File: src/rtl/multicycle_sequencer_if.sv
// Instruction- and data-memory request/grant/rvalid bundle between the
// multicycle sequencer (master) and the memory subsystem (slave).
interface multicycle_sequencer_if;
  logic imem_req;
  logic imem_gnt;
  logic imem_rvalid;
  logic dmem_req;
  logic dmem_we;
  logic dmem_gnt;
  logic dmem_rvalid;

  modport master (
    output imem_req, dmem_req, dmem_we,
    input  imem_gnt, imem_rvalid, dmem_gnt, dmem_rvalid
  );

  modport slave (
    input  imem_req, dmem_req, dmem_we,
    output imem_gnt, imem_rvalid, dmem_gnt, dmem_rvalid
  );
endinterface

File: src/rtl/multicycle_sequencer.sv
// Multicycle RV32I sequencer: FETCH/FWAIT/DECODE/EXEC/MEM/MWAIT/WB with one-cycle strobes.
// Optional wait-state watchdog enabled by defining SEQ_MEM_TIMEOUT_EN.
module multicycle_sequencer #(
  parameter int CNT_W       = 32,
  parameter int TIMEOUT_CYC = 64
) (
  input  logic                  clk,
  input  logic                  rst,
  input  logic                  run,
  input  logic [6:0]            inst_opcode,
  input  logic                  dec_mem_read,
  input  logic                  dec_mem_write,
  input  logic                  dec_reg_write,
  multicycle_sequencer_if.master mem,
  output logic                  ir_we,
  output logic                  pc_we,
  output logic                  rf_we,
  output logic                  busy,
  output logic                  fault,
  output logic [1:0]            fault_cause,
  output logic [CNT_W-1:0]      instret
);

  typedef enum logic [3:0] {
    S_IDLE,
    S_FETCH,
    S_FWAIT,
    S_DECODE,
    S_EXEC,
    S_MEM,
    S_MWAIT,
    S_WB,
    S_FAULT
  } state_t;

  localparam logic [1:0] CAUSE_NONE    = 2'b00;
  localparam logic [1:0] CAUSE_ILLEGAL = 2'b01;
  localparam logic [1:0] CAUSE_TIMEOUT = 2'b10;

  if (TIMEOUT_CYC < 1 || TIMEOUT_CYC > 65535) begin : g_timeout_range_bad
    $error("multicycle_sequencer: TIMEOUT_CYC out of range 1..65535");
  end

  state_t           state_reg, state_next;
  logic [1:0]       fault_cause_reg, fault_cause_next;
  logic [CNT_W-1:0] instret_reg, instret_next;
  logic             timeout_hit;

  function automatic logic opcode_legal(input logic [6:0] op);
    case (op)
      7'b0110011, 7'b0010011, 7'b0000011, 7'b0100011,
      7'b1100011, 7'b1101111, 7'b1100111: return 1'b1;
      default:                            return 1'b0;
    endcase
  endfunction

`ifdef SEQ_MEM_TIMEOUT_EN
  localparam logic [15:0] TIMEOUT_LAST = 16'(TIMEOUT_CYC - 1);

  logic [15:0] wait_cnt_reg, wait_cnt_next;
  logic        in_wait;

  assign in_wait = (state_reg == S_FETCH) || (state_reg == S_FWAIT) ||
                   (state_reg == S_MEM)   || (state_reg == S_MWAIT);

  // The counter holds the number of cycles already spent in the current wait state.
  assign timeout_hit = in_wait && (wait_cnt_reg == TIMEOUT_LAST);

  always_comb begin
    wait_cnt_next = 16'd0;
    if (in_wait && (state_next == state_reg)) begin
      wait_cnt_next = wait_cnt_reg + 16'd1;
    end
  end

  always_ff @(posedge clk) begin
    if (rst) begin
      wait_cnt_reg <= 16'd0;
    end else begin
      wait_cnt_reg <= wait_cnt_next;
    end
  end
`else
  assign timeout_hit = 1'b0;
`endif

  always_comb begin
    state_next       = state_reg;
    fault_cause_next = fault_cause_reg;
    instret_next     = instret_reg;
    mem.imem_req     = 1'b0;
    mem.dmem_req     = 1'b0;
    mem.dmem_we      = 1'b0;
    ir_we            = 1'b0;
    pc_we            = 1'b0;
    rf_we            = 1'b0;

    case (state_reg)
      S_IDLE: begin
        if (run) state_next = S_FETCH;
      end
      S_FETCH: begin
        mem.imem_req = 1'b1;
        if (mem.imem_gnt) begin
          state_next = S_FWAIT;
        end else if (timeout_hit) begin
          state_next       = S_FAULT;
          fault_cause_next = CAUSE_TIMEOUT;
        end
      end
      S_FWAIT: begin
        if (mem.imem_rvalid) begin
          ir_we      = 1'b1;
          state_next = S_DECODE;
        end else if (timeout_hit) begin
          state_next       = S_FAULT;
          fault_cause_next = CAUSE_TIMEOUT;
        end
      end
      S_DECODE: begin
        if (!opcode_legal(inst_opcode)) begin
          state_next       = S_FAULT;
          fault_cause_next = CAUSE_ILLEGAL;
        end else begin
          state_next = S_EXEC;
        end
      end
      S_EXEC: begin
        state_next = (dec_mem_read || dec_mem_write) ? S_MEM : S_WB;
      end
      S_MEM: begin
        mem.dmem_req = 1'b1;
        mem.dmem_we  = dec_mem_write;
        if (mem.dmem_gnt) begin
          state_next = dec_mem_write ? S_WB : S_MWAIT;
        end else if (timeout_hit) begin
          state_next       = S_FAULT;
          fault_cause_next = CAUSE_TIMEOUT;
        end
      end
      S_MWAIT: begin
        if (mem.dmem_rvalid) begin
          state_next = S_WB;
        end else if (timeout_hit) begin
          state_next       = S_FAULT;
          fault_cause_next = CAUSE_TIMEOUT;
        end
      end
      S_WB: begin
        pc_we        = 1'b1;
        rf_we        = dec_reg_write;
        instret_next = instret_reg + CNT_W'(1);
        state_next   = run ? S_FETCH : S_IDLE;
      end
      S_FAULT: begin
        state_next = S_FAULT;
      end
      default: begin
        state_next = S_IDLE;
      end
    endcase
  end

  always_ff @(posedge clk) begin
    if (rst) begin
      state_reg       <= S_IDLE;
      fault_cause_reg <= CAUSE_NONE;
      instret_reg     <= '0;
    end else begin
      state_reg       <= state_next;
      fault_cause_reg <= fault_cause_next;
      instret_reg     <= instret_next;
    end
  end

  assign busy        = (state_reg != S_IDLE) && (state_reg != S_FAULT);
  assign fault       = (state_reg == S_FAULT);
  assign fault_cause = fault_cause_reg;
  assign instret     = instret_reg;

endmodule

File: src/flat_wrapper.sv
// flat-port wrapper written by rule: the top's interface ports become plain ports
module multicycle_sequencer_flat 
#(
  parameter int CNT_W       = 32,
  parameter int TIMEOUT_CYC = 64
)
  (clk, rst, run, inst_opcode, dec_mem_read, dec_mem_write, dec_reg_write, ir_we, pc_we, rf_we, busy, fault, fault_cause, instret, mem_imem_req, mem_dmem_req, mem_dmem_we, mem_imem_gnt, mem_imem_rvalid, mem_dmem_gnt, mem_dmem_rvalid);
  multicycle_sequencer_if mem_i ();
  input  logic clk;
  input  logic rst;
  input  logic run;
  input  logic [6:0] inst_opcode;
  input  logic dec_mem_read;
  input  logic dec_mem_write;
  input  logic dec_reg_write;
  output logic ir_we;
  output logic pc_we;
  output logic rf_we;
  output logic busy;
  output logic fault;
  output logic [1:0] fault_cause;
  output logic [CNT_W-1:0] instret;
  output wire logic [$bits(mem_i.imem_req)-1:0] mem_imem_req;
  output wire logic [$bits(mem_i.dmem_req)-1:0] mem_dmem_req;
  output wire logic [$bits(mem_i.dmem_we)-1:0] mem_dmem_we;
  input wire logic [$bits(mem_i.imem_gnt)-1:0] mem_imem_gnt;
  input wire logic [$bits(mem_i.imem_rvalid)-1:0] mem_imem_rvalid;
  input wire logic [$bits(mem_i.dmem_gnt)-1:0] mem_dmem_gnt;
  input wire logic [$bits(mem_i.dmem_rvalid)-1:0] mem_dmem_rvalid;
  assign mem_imem_req = mem_i.imem_req;
  assign mem_dmem_req = mem_i.dmem_req;
  assign mem_dmem_we = mem_i.dmem_we;
  assign mem_i.imem_gnt = mem_imem_gnt;
  assign mem_i.imem_rvalid = mem_imem_rvalid;
  assign mem_i.dmem_gnt = mem_dmem_gnt;
  assign mem_i.dmem_rvalid = mem_dmem_rvalid;
  multicycle_sequencer #(.CNT_W(CNT_W), .TIMEOUT_CYC(TIMEOUT_CYC)) u_core (.clk(clk), .rst(rst), .run(run), .inst_opcode(inst_opcode), .dec_mem_read(dec_mem_read), .dec_mem_write(dec_mem_write), .dec_reg_write(dec_reg_write), .mem(mem_i), .ir_we(ir_we), .pc_we(pc_we), .rf_we(rf_we), .busy(busy), .fault(fault), .fault_cause(fault_cause), .instret(instret));
endmodule
File: config.mk
export PLATFORM = sky130hd
export DESIGN_NAME = multicycle_sequencer_flat
export DESIGN_NICKNAME = d
export VERILOG_FILES = /design/src/rtl/multicycle_sequencer_if.sv /design/src/rtl/multicycle_sequencer.sv /design/src/flat_wrapper.sv
export SDC_FILE = /design/constraint.sdc
export NUM_CORES = 1
export LEC_CHECK = 0
export ABC_AREA = 1
export CELL_PAD_IN_SITES_DETAIL_PLACEMENT = 1
export CELL_PAD_IN_SITES_GLOBAL_PLACEMENT = 1
export CORE_UTILIZATION = 29
export DETAILED_ROUTE_END_ITERATION = 16
export PLACE_DENSITY_LB_ADDON = 0.1
export SYNTH_ARGS = -nofsm -noshare
export SYNTH_HDL_FRONTEND = slang
export SYNTH_SLANG_ARGS = --single-unit
File: constraint.sdc
create_clock -name clk -period 1.6 [get_ports clk]
set_clock_uncertainty 0.2 [all_clocks]
set_input_delay 0.32 -clock clk [delete_from_list [all_inputs] [get_ports clk]]
set_output_delay 0.32 -clock clk [all_outputs]
set_load 0.02 [all_outputs]
==> key figures <==
Outcome
  – Result of the run: finished, violations left
  – Violations in the final reports: negative setup slack

Die
  – Initial core utilization: 0.305
  – I/O pins: 59
  – Horizontal die dimension: 87.2 um
  – Die extent in y: 87.2 um
  – Rows: 30
  – Area inside the core boundary: 6910 um^2
  – Total die area: 7610 um^2

Critical path
  – Critical path capture point type: output pin
  – Critical path cell sequence: inv_2 > nand2_2 > or2_4 > buf_4 > buf_6
  – Slowest cell on the critical path: dfxtp_4
  – Critical Path Source Type: register
  – Register-to-Register Setup Slack: -0.18 ns
  – Worst setup path category: register to output pin
  – CP Data Arrival Time: 1.27 ns
  – CP max stage delay: 0.36 ns
  – CP required: 1.08 ns
  – Worst reg2reg path depth: 10
  – Biggest fanout along the worst timing path: 4

Timing
  – Minimum clock period: 1.79 ns
  – Final Hold Fails: 0
  – Max-slew violation count: 0
  – Max Fclk: 558 MHz
  – Share of the clock period used by the worst path after layout: 1.12
  – Fin worst setup slack: -0.194 ns
  – Final setup viols: 27
  – Setup repair after global routing missed its margin: true

Power
  – Peak supply drop: 0.577 mV
  – Leakage power: 1.68 nW
  – Power density over the cells: 696 nW/um^2
  – Final Power: 2.54 mW

Routing
  – Final WL: 7.86 mm
  – Via count: 2664
  – Wirelength per Cell: 14.0 um
  – Remaining antenna violation count after routing: 0
  – Detailed router's first-iteration violation count: 79
  – Number of remaining DRC errors: 0
  – Average via count per standard cell: 4.74
  – Number of search-and-repair iterations in the first detailed-routing pass: 4

Final layout
  – Commonest cells after routing, fill and taps aside: 66 x nand2_1, 54 x buf_4, 52 x inv_1
  – Area added between synthesis and finish: 73.3%
  – Fraction of layout cells with a size suffix above 1: 0.356
  – Finished Core Util: 0.529
  – Final net count: 484
  – Most common cell after layout, fill and taps aside: nand2_1
  – Final cell count without fillers: 562
  – Max reg flops: 32
  – Number of fill cells: 921
  – Final cell area excluding filler cells: 3650 um^2
  – Antenna Cells: 0

Clocking
  – Number of sinks driven by the clock tree: 37
  – Number of buffers created by CTS: 5
  – H-tree depth reported by CTS: 2
  – Source-to-sink clock delay at the later pin of the worst-skew pair: 0.30 ns
  – Clock buffer depth: 2
  – CTS tree: built
  – Clock-pin slew reported for the worst setup and hold paths after clock tree synthesis: 0.07 ns
  – Master cell of the clock root buffer: clkbuf_8

Place
  – Place WS: -0.572 ns
  – Final weighted congestion in routability-driven placement: 0.816
  – Instance count after placement with tap cells included: 539
  – Cell Area, Placed: 3200 um^2
  – DPL Wire Length: 5.42 mm
  – # port buffers: 57

Yosys
  – Seq cells post-synth: 37
  – Post-synth EDFFs: 0
  – Yosys cell types: 31
  – Syn. warnings: 0
  – Mapped Area: 2110 um^2
  – Most used DFF post-synth: dfxtp_1
  – Sequential area share after synthesis: 0.352
  – Number of instances in the synthesized netlist: 342
  – Share of synthesized registers carrying an async set or reset: 0
  – Post-Syn Nets: 360
  – Mean instance size in the synthesized netlist: 6.16 um^2

Global routing
  – Largest net degree at the start of global routing: 28
  – Vias in the first global route: 2640
  – Total overflow reported by the global router: 0
  – Wire length of the first global-routing pass: 12.4 mm
  – GRT Total Usage: 0.213
  – Initial antenna violation count: 0

Hold path
  – Hold Path Class: register to register
  – Number of cells traversed by the worst hold path: 2

Flow run
  – Max-cap violations: 0
-- power breakdown --
part	internal, mW	total (mW)	switching (mW)
logic	0.473	0.901	0.428
clock network	0.297	0.646	0.349
registers	0.958	0.994	0.0357
total	1.73	2.54	0.812
-- synthesized netlist by cell type (2+ instances only) --
cell type  count  share of area
a21oi_1       19          0.045
clkbuf_1       2         0.0036
dfxtp_1       37           0.35
inv_1         59           0.11
nand2_1       79           0.14
nand3_1       30          0.071
nand4_1       14          0.042
nor2_1        58           0.10
nor2_2         5          0.015
nor3_1         3         0.0071
o21ai_0       14          0.033
o21ai_1        2         0.0048
or2_2          2         0.0059
-- routing by layer --
metal	part of all wire	global-route usage	up-vias
met5	0	0	-
met4	0.015	0.0730	0
met3	0.030	0.0303	9
met2	0.52	0.386	58
met1	0.44	0.255	1274
li1	-	-	1323
-- what timing repair did --
| item | CTS | global route |
|---|---|---|
| buffers inserted | 11 | 5 |
| cloned | 1 | 0 |
| hold buffers | 0 | 0 |
| hold endpoints to repair | 0 | 0 |
| setup endpoints to repair | 67 | 52 |
| pin swaps | 19 | 13 |
| gates resized for setup | 150 | 43 |
-- per-stage QoR --
| stage | hold slack [ns] | TNS, ns |
|---|---|---|
| 6_report | 0.250 | -3.10 |
| 5_1_grt | 0.279 | -5.47 |
| 4_1_cts | 0.255 | -2.68 |
| 3_5_place_dp | 0.244 | -8.34 |
| 3_3_place_gp | 0.240 | -6.87 |
| 2_1_floorplan | 0.279 | -0.0281 |
-- cell type report --
type                    count  area [um^2]  share of cell area
clock inverters             1         5.00             0.00137
clock buffers               6         72.6              0.0199
repair buffers            121         1070               0.292
flip-flops and latches     37          768               0.210
multi-input cells         241         1390               0.382
well taps                  96          120              0.0329
inverters                  60          225              0.0617
-- worst paths after layout --
check / to / startpoint
worst min-delay path: u_core.fault_cause[0]$_SDFFE_PP0P_ / u_core.fault_cause[0]$_SDFFE_PP0P_
worst max register to register: u_core.instret[31]$_SDFFE_PP0N_ / u_core.state_reg[1]$_SDFFE_PP0P_
worst max-delay path: busy / u_core.state_reg[1]$_SDFFE_PP0P_
worst min register to register: u_core.fault_cause[0]$_SDFFE_PP0P_ / u_core.fault_cause[0]$_SDFFE_PP0P_
-- cell families (layout without fill, tap and decap cells) --
logic type                 after synthesis  after routing  share of synthesized area
AOI/OAI and AO/OA                       39             39                     0.0974
xor gates and xnor gates                 1              1                    0.00416
adders and majority gates                1              1                    0.00594
buffers and inverters                   65            188                      0.118
DFF                                     37             37                      0.352
other                                    1              1                    0.00178
and+or+nand+nor                        198            199                      0.421
-- critical path, delay by kind of cell (launching register included) --
family	cells	cell delay, ns
buffers and inverters	3	0.33
AND/OR/NAND/NOR	2	0.29
flip-flops	1	0.36
(Power assumes the default switching activity.)
==> edit 1: new RTL, config.mk and constraints unchanged <==
`instret_reg` no longer has a reset.
--- a/src/rtl/multicycle_sequencer.sv
+++ b/src/rtl/multicycle_sequencer.sv
@@ -166,10 +166,12 @@
       state_reg       <= S_IDLE;
       fault_cause_reg <= CAUSE_NONE;
-      instret_reg     <= '0;
     end else begin
       state_reg       <= state_next;
       fault_cause_reg <= fault_cause_next;
-      instret_reg     <= instret_next;
     end
+  end
+
+  always_ff @(posedge clk) begin
+    instret_reg <= instret_next;
   end
 
Formal check against the unedited RTL: differs if rst is asserted again (counterexample within 10 cycles, from zero or initial values and one cycle with rst high); with rst held inactive, the same outputs for 10 cycles.
==> edit 1 against the unedited design <==
- the run still ends with negative setup slack left
- first-iteration DRC count fell by 2.5%
- sequential power rose by 17%
- maximum frequency fell by 2.6%
- routed wire length rose by 22%
- register-to-register slack got worse by 60 ps
- non-clock buffer count rose by 42
- power rose by 12%
- clock power rose by 39%
- area after synthesis rose by 12%
- final area rose by 24%
- sequential cell count did not move
- setup slack got worse by 48 ps
- highest routed layer unchanged
==> edit 1: results <==
set metrics [dict create \
    syn-num-nets 317 \
    synth_edf_count 32 \
    fin_nets 485 \
    synth.area.top_cells "edfxtp_1, nand2_1, nor2_1, inv_1, xor2_1" \
    synth_common_cells "nand2_1, nor2_1, inv_1, edfxtp_1, nand3_1" \
    nFillCells 899 \
    worst_path_max_delay_cell "edfxtp_1" \
    arrival_ps 1700 \
    cts.clk_slew.worst_paths_ps 90 \
    crit_family "simple AND/OR/NAND/NOR gates" \
    post-dp-hpwl_um 5820 \
    num_vias 2693 \
    cp_slowest_stage_delay_ps 480 \
    finalSetupViolations 65 \
    setup-tns-final_ps -7570 \
    drt-initial-drc-count 77 \
    routabilityCongestion 0.768 \
    grt_max_degree 14 \
    status "finished with violations" \
    peakVddDrop_v 0.000646 \
    p_leak_nw 1.95 \
    finalWorstSetupSlack_ps -241 \
    violations "negative setup slack" \
    wl_per_cell_um 16.8 \
    track_usage_pct 21.4 \
    synth_ff_type "edfxtp_1" \
    drive_above_1_share_pct 55.6 \
]
## edit 1: cell types whose count changed in the layout (fill, tap and decap cells not counted), sizes merged, moves of 7 or more
| cell | before | now |
|---|---|---|
| buf | 72 | 131 |
| dlygate4sd2 | 22 | 1 |
| inv | 60 | 38 |
| nand2 | 80 | 94 |
| nand4 | 14 | 7 |
| o21ai | 16 | 2 |
| nand3b | 1 | 9 |
| nor3 | 3 | 12 |
| edfxtp | 0 | 32 |
| a21oi | 19 | 6 |
| nor2 | 66 | 51 |
| xor2 | 0 | 13 |
| nand3 | 31 | 17 |
| dfxtp | 37 | 5 |
## edit 1: metal layers
layer / track usage (%) / vias to the layer above / part of all wire (%)
li1: - / 1296 / -
met1: 25.8 / 1314 / 41
met2: 39.7 / 69 / 53
met3: 2.99 / 14 / 4.4
met4: 5.47 / 0 / 1.6
met5: 0 / - / 0
## edit 1: power by group
part,internal [mW],switching [mW]
sequential,1.08,0.0750
clock,0.508,0.387
combinational,0.367,0.418
total,1.96,0.880
## edit 1: tightest hold or removal path, stage by stage (launching register included)
cell,delay (ps)
dfxtp_1,320
inv_1,40
a21oi_1,50
## edit 1: kinds of logic (layout without fill, tap and decap cells)
group                      after synthesis  in the layout  share of synthesized area (%)
DFF                                     37             37                           45.1
AOI/OAI and AO/OA                        9              9                           2.02
and+or+nand+nor                        193            193                           39.3
buffers and inverters                   42            211                           6.96
other                                    1              1                          0.159
xor gates and xnor gates                16             16                           5.95
adders and majority gates                1              1                          0.532
## edit 1: path summary, 6_finish.rpt
kind	from	end	slack (ps)	cells past startpoint
worst max-delay path	u_core.instret[9]	u_core.instret[18]	-240	5
worst min-delay path	u_core.fault_cause[0]	u_core.fault_cause[0]	250	2
worst max register to register	u_core.instret[9]	u_core.instret[18]	-240	5
worst min register to register	u_core.fault_cause[0]	u_core.fault_cause[0]	250	2
## edit 1: final cells by class
class,count,area (µm²),share of cell area (%)
clock buffer,6,82.6,1.82
clock inverter,2,37.5,0.827
inverter,40,166,3.67
multi-input combinational,220,1560,34.5
sequential,37,1070,23.6
tap,102,128,2.81
timing repair buffer,163,1490,32.8
## edit 1: per-stage QoR
stage                     util (%)  power [mW]  hold slack (ps)  instances  setup slack, ps
after floorplan                  -        1.46              182        299             -289
after global placement        45.7        1.72              241        514             -574
after detailed placement      45.7        1.74              246        514             -623
after CTS                     54.2        2.68              253        554             -190
after global routing          58.1        2.95              264        570             -319
final                         58.1        2.84              251        570             -241
## edit 1: what timing repair did
| item | 4_1_cts | 5_1_grt |
|---|---|---|
| gates resized for setup | 233 | 72 |
| hold buffers | 0 | 0 |
| pin swaps | 32 | 41 |
| setup endpoints to repair | 92 | 89 |
| cloned | 2 | 1 |
| setup buffers | 32 | 21 |
==> edit 2: new RTL, config.mk and constraints unchanged <==
Made on the original files. `CNT_W` is set to 32 in 2 places; all go to 64.
--- a/src/rtl/multicycle_sequencer.sv
+++ b/src/rtl/multicycle_sequencer.sv
@@ -2,5 +2,5 @@
 // Optional wait-state watchdog enabled by defining SEQ_MEM_TIMEOUT_EN.
 module multicycle_sequencer #(
-  parameter int CNT_W       = 32,
+  parameter int CNT_W       = 64,
   parameter int TIMEOUT_CYC = 64
 ) (
--- a/src/flat_wrapper.sv
+++ b/src/flat_wrapper.sv
@@ -2,5 +2,5 @@
 module multicycle_sequencer_flat 
 #(
-  parameter int CNT_W       = 32,
+  parameter int CNT_W       = 64,
   parameter int TIMEOUT_CYC = 64
 )
Interface: changed (resized instret); port bits go from 59 to 91. No check against the original RTL was run, so the function may have changed too.
==> edit 2 against the unedited design <==
- non-clock buffer count rose by 154
- first-iteration DRC count rose to 2.7 times the old value
- clock power rose to 3.4 times the old value
- routed wire length rose by 130%
- area after synthesis rose by 95%
- setup slack got worse by 77 ps
- final area rose by 100%
- sequential cell count rose by 32
- final cell count rose by 99%
- power rose by 88%
- sequential share of layout area fell by 0.58 points
- register-to-register slack got worse by 90 ps
- the run still ends with negative setup slack left
- largest power group is now clock
==> edit 2: results <==
set metrics [dict create \
    status "finished with violations" \
    violations "negative setup slack" \
    drt-initial-drc-count 216 \
    viasPerCell 4.77 \
    netlist_instances 659 \
    clockPowerShare_pct 45.8 \
    wl_per_cell_um 15.9 \
    setup-tns-final_ps -9730 \
    cts.clk_slew.worst_paths_ps 60 \
    grt_max_degree 38 \
    post-dp-hpwl_um 13300 \
    arrival_ps 1910 \
    peakVddDrop_v 0.000674 \
    wl_met2_um 9160 \
    synth.area.top_cells "dfxtp_1, nand2_1, nor2_1, inv_1, a21oi_1" \
    fin_nets 953 \
    synthDistinctLibCells 36 \
    syn-num-nets 677 \
    met3_usage_pct 3.99 \
    dp_slack_ps -528 \
    dp_cells 1087 \
    grt_use_met1_pct 28.7 \
    finalWorstSetupSlack_ps -270 \
    drive_above_1_share_pct 47.7 \
    worstPathMaxFanout 9 \
    drtPass1Iterations 8 \
    track_usage_pct 25.1 \
    num_vias 5346 \
    ys_seq_area_share_pct 33.6 \
    insertion_delay_ps 350 \
    cts_setup_buffers 9 \
    io_buffer_count 89 \
    h-tree-depth 3 \
    grt_pass1_vias 5763 \
    finalSetupViolations 66 \
    met3_length_um 708 \
    p_comb_share_pct 16.8 \
    largest_register_ffs 64 \
    p_leak_nw 3.17 \
    routabilityCongestion 0.861 \
    cts-buffers-inserted 9 \
    wl_met1_um 7460 \
    cts-root-buf "clkbuf_16" \
    use_met2_pct 45.9 \
    cts_resized 348 \
    synth_common_cells "nand2_1, nor2_1, inv_1, dfxtp_1, a21oi_1" \
]
[edit 2: changes by cell type after synthesis, moves of 5 or more]
cell and delta:
a21oi_1 +16, nand3_2 +5, o21ai_0 +11, xor2_1 +6, nor2_4 +11, dfxtp_1 +32
nand4_1 +5, nor3_1 +7, inv_1 +24, nand2_1 +83, nor2_1 +90
[edit 2: worst paths after layout]
check	startpoint	to	depth (start not counted)
max	u_core.state_reg[1]	u_core.instret[38]	11
min	u_core.fault_cause[0]	u_core.fault_cause[0]	2
max reg2reg	u_core.state_reg[1]	u_core.instret[38]	11
min reg2reg	u_core.fault_cause[0]	u_core.fault_cause[0]	2
[edit 2: cell type report]
class	instances	area, µm²
Fill cell	1781	6410
Multi-Input combinational cell	494	2800
Timing Repair Buffer	275	2230
Sequential cell	69	1520
Inverter	86	334
Clock buffer	13	282
Tap cell	180	225
Clock inverter	3	40.0
[edit 2: per-stage QoR]
step | utilization, % | instance area, µm² | hold WS [ps] | total power, mW
2_1_floorplan | - | 4280 | 277 | 2.18
3_3_place_gp | 48.2 | 6670 | 242 | 2.43
3_5_place_dp | 48.2 | 6670 | 251 | 2.45
4_1_cts | 52.5 | 7260 | 256 | 4.70
5_1_grt | 53.7 | 7420 | 280 | 4.99
6_report | 53.7 | 7420 | 258 | 4.78
[edit 2: worst max-delay path: stages, from the launching register on]
cell and delay [ps]:
dfxtp_4 400, nand2_4 70, nor2_4 140, buf_12 140, nand3_2 110, nor2_4 220
buf_12 140, nand2_1 70, nor2_1 110, nand2_1 60, nand2_1 60, nor2_1 30
[edit 2: cells by family after synthesis]
logic type               share of synthesized area [%]
AO/OA/AOI/OAI                                     8.92
other                                           0.0912
buffers and inverters                             9.28
adder cells (fa/ha/maj)                          0.304
flip-flops                                        33.6
XOR/XNOR                                          2.13
AND/OR/NAND/NOR                                   45.7
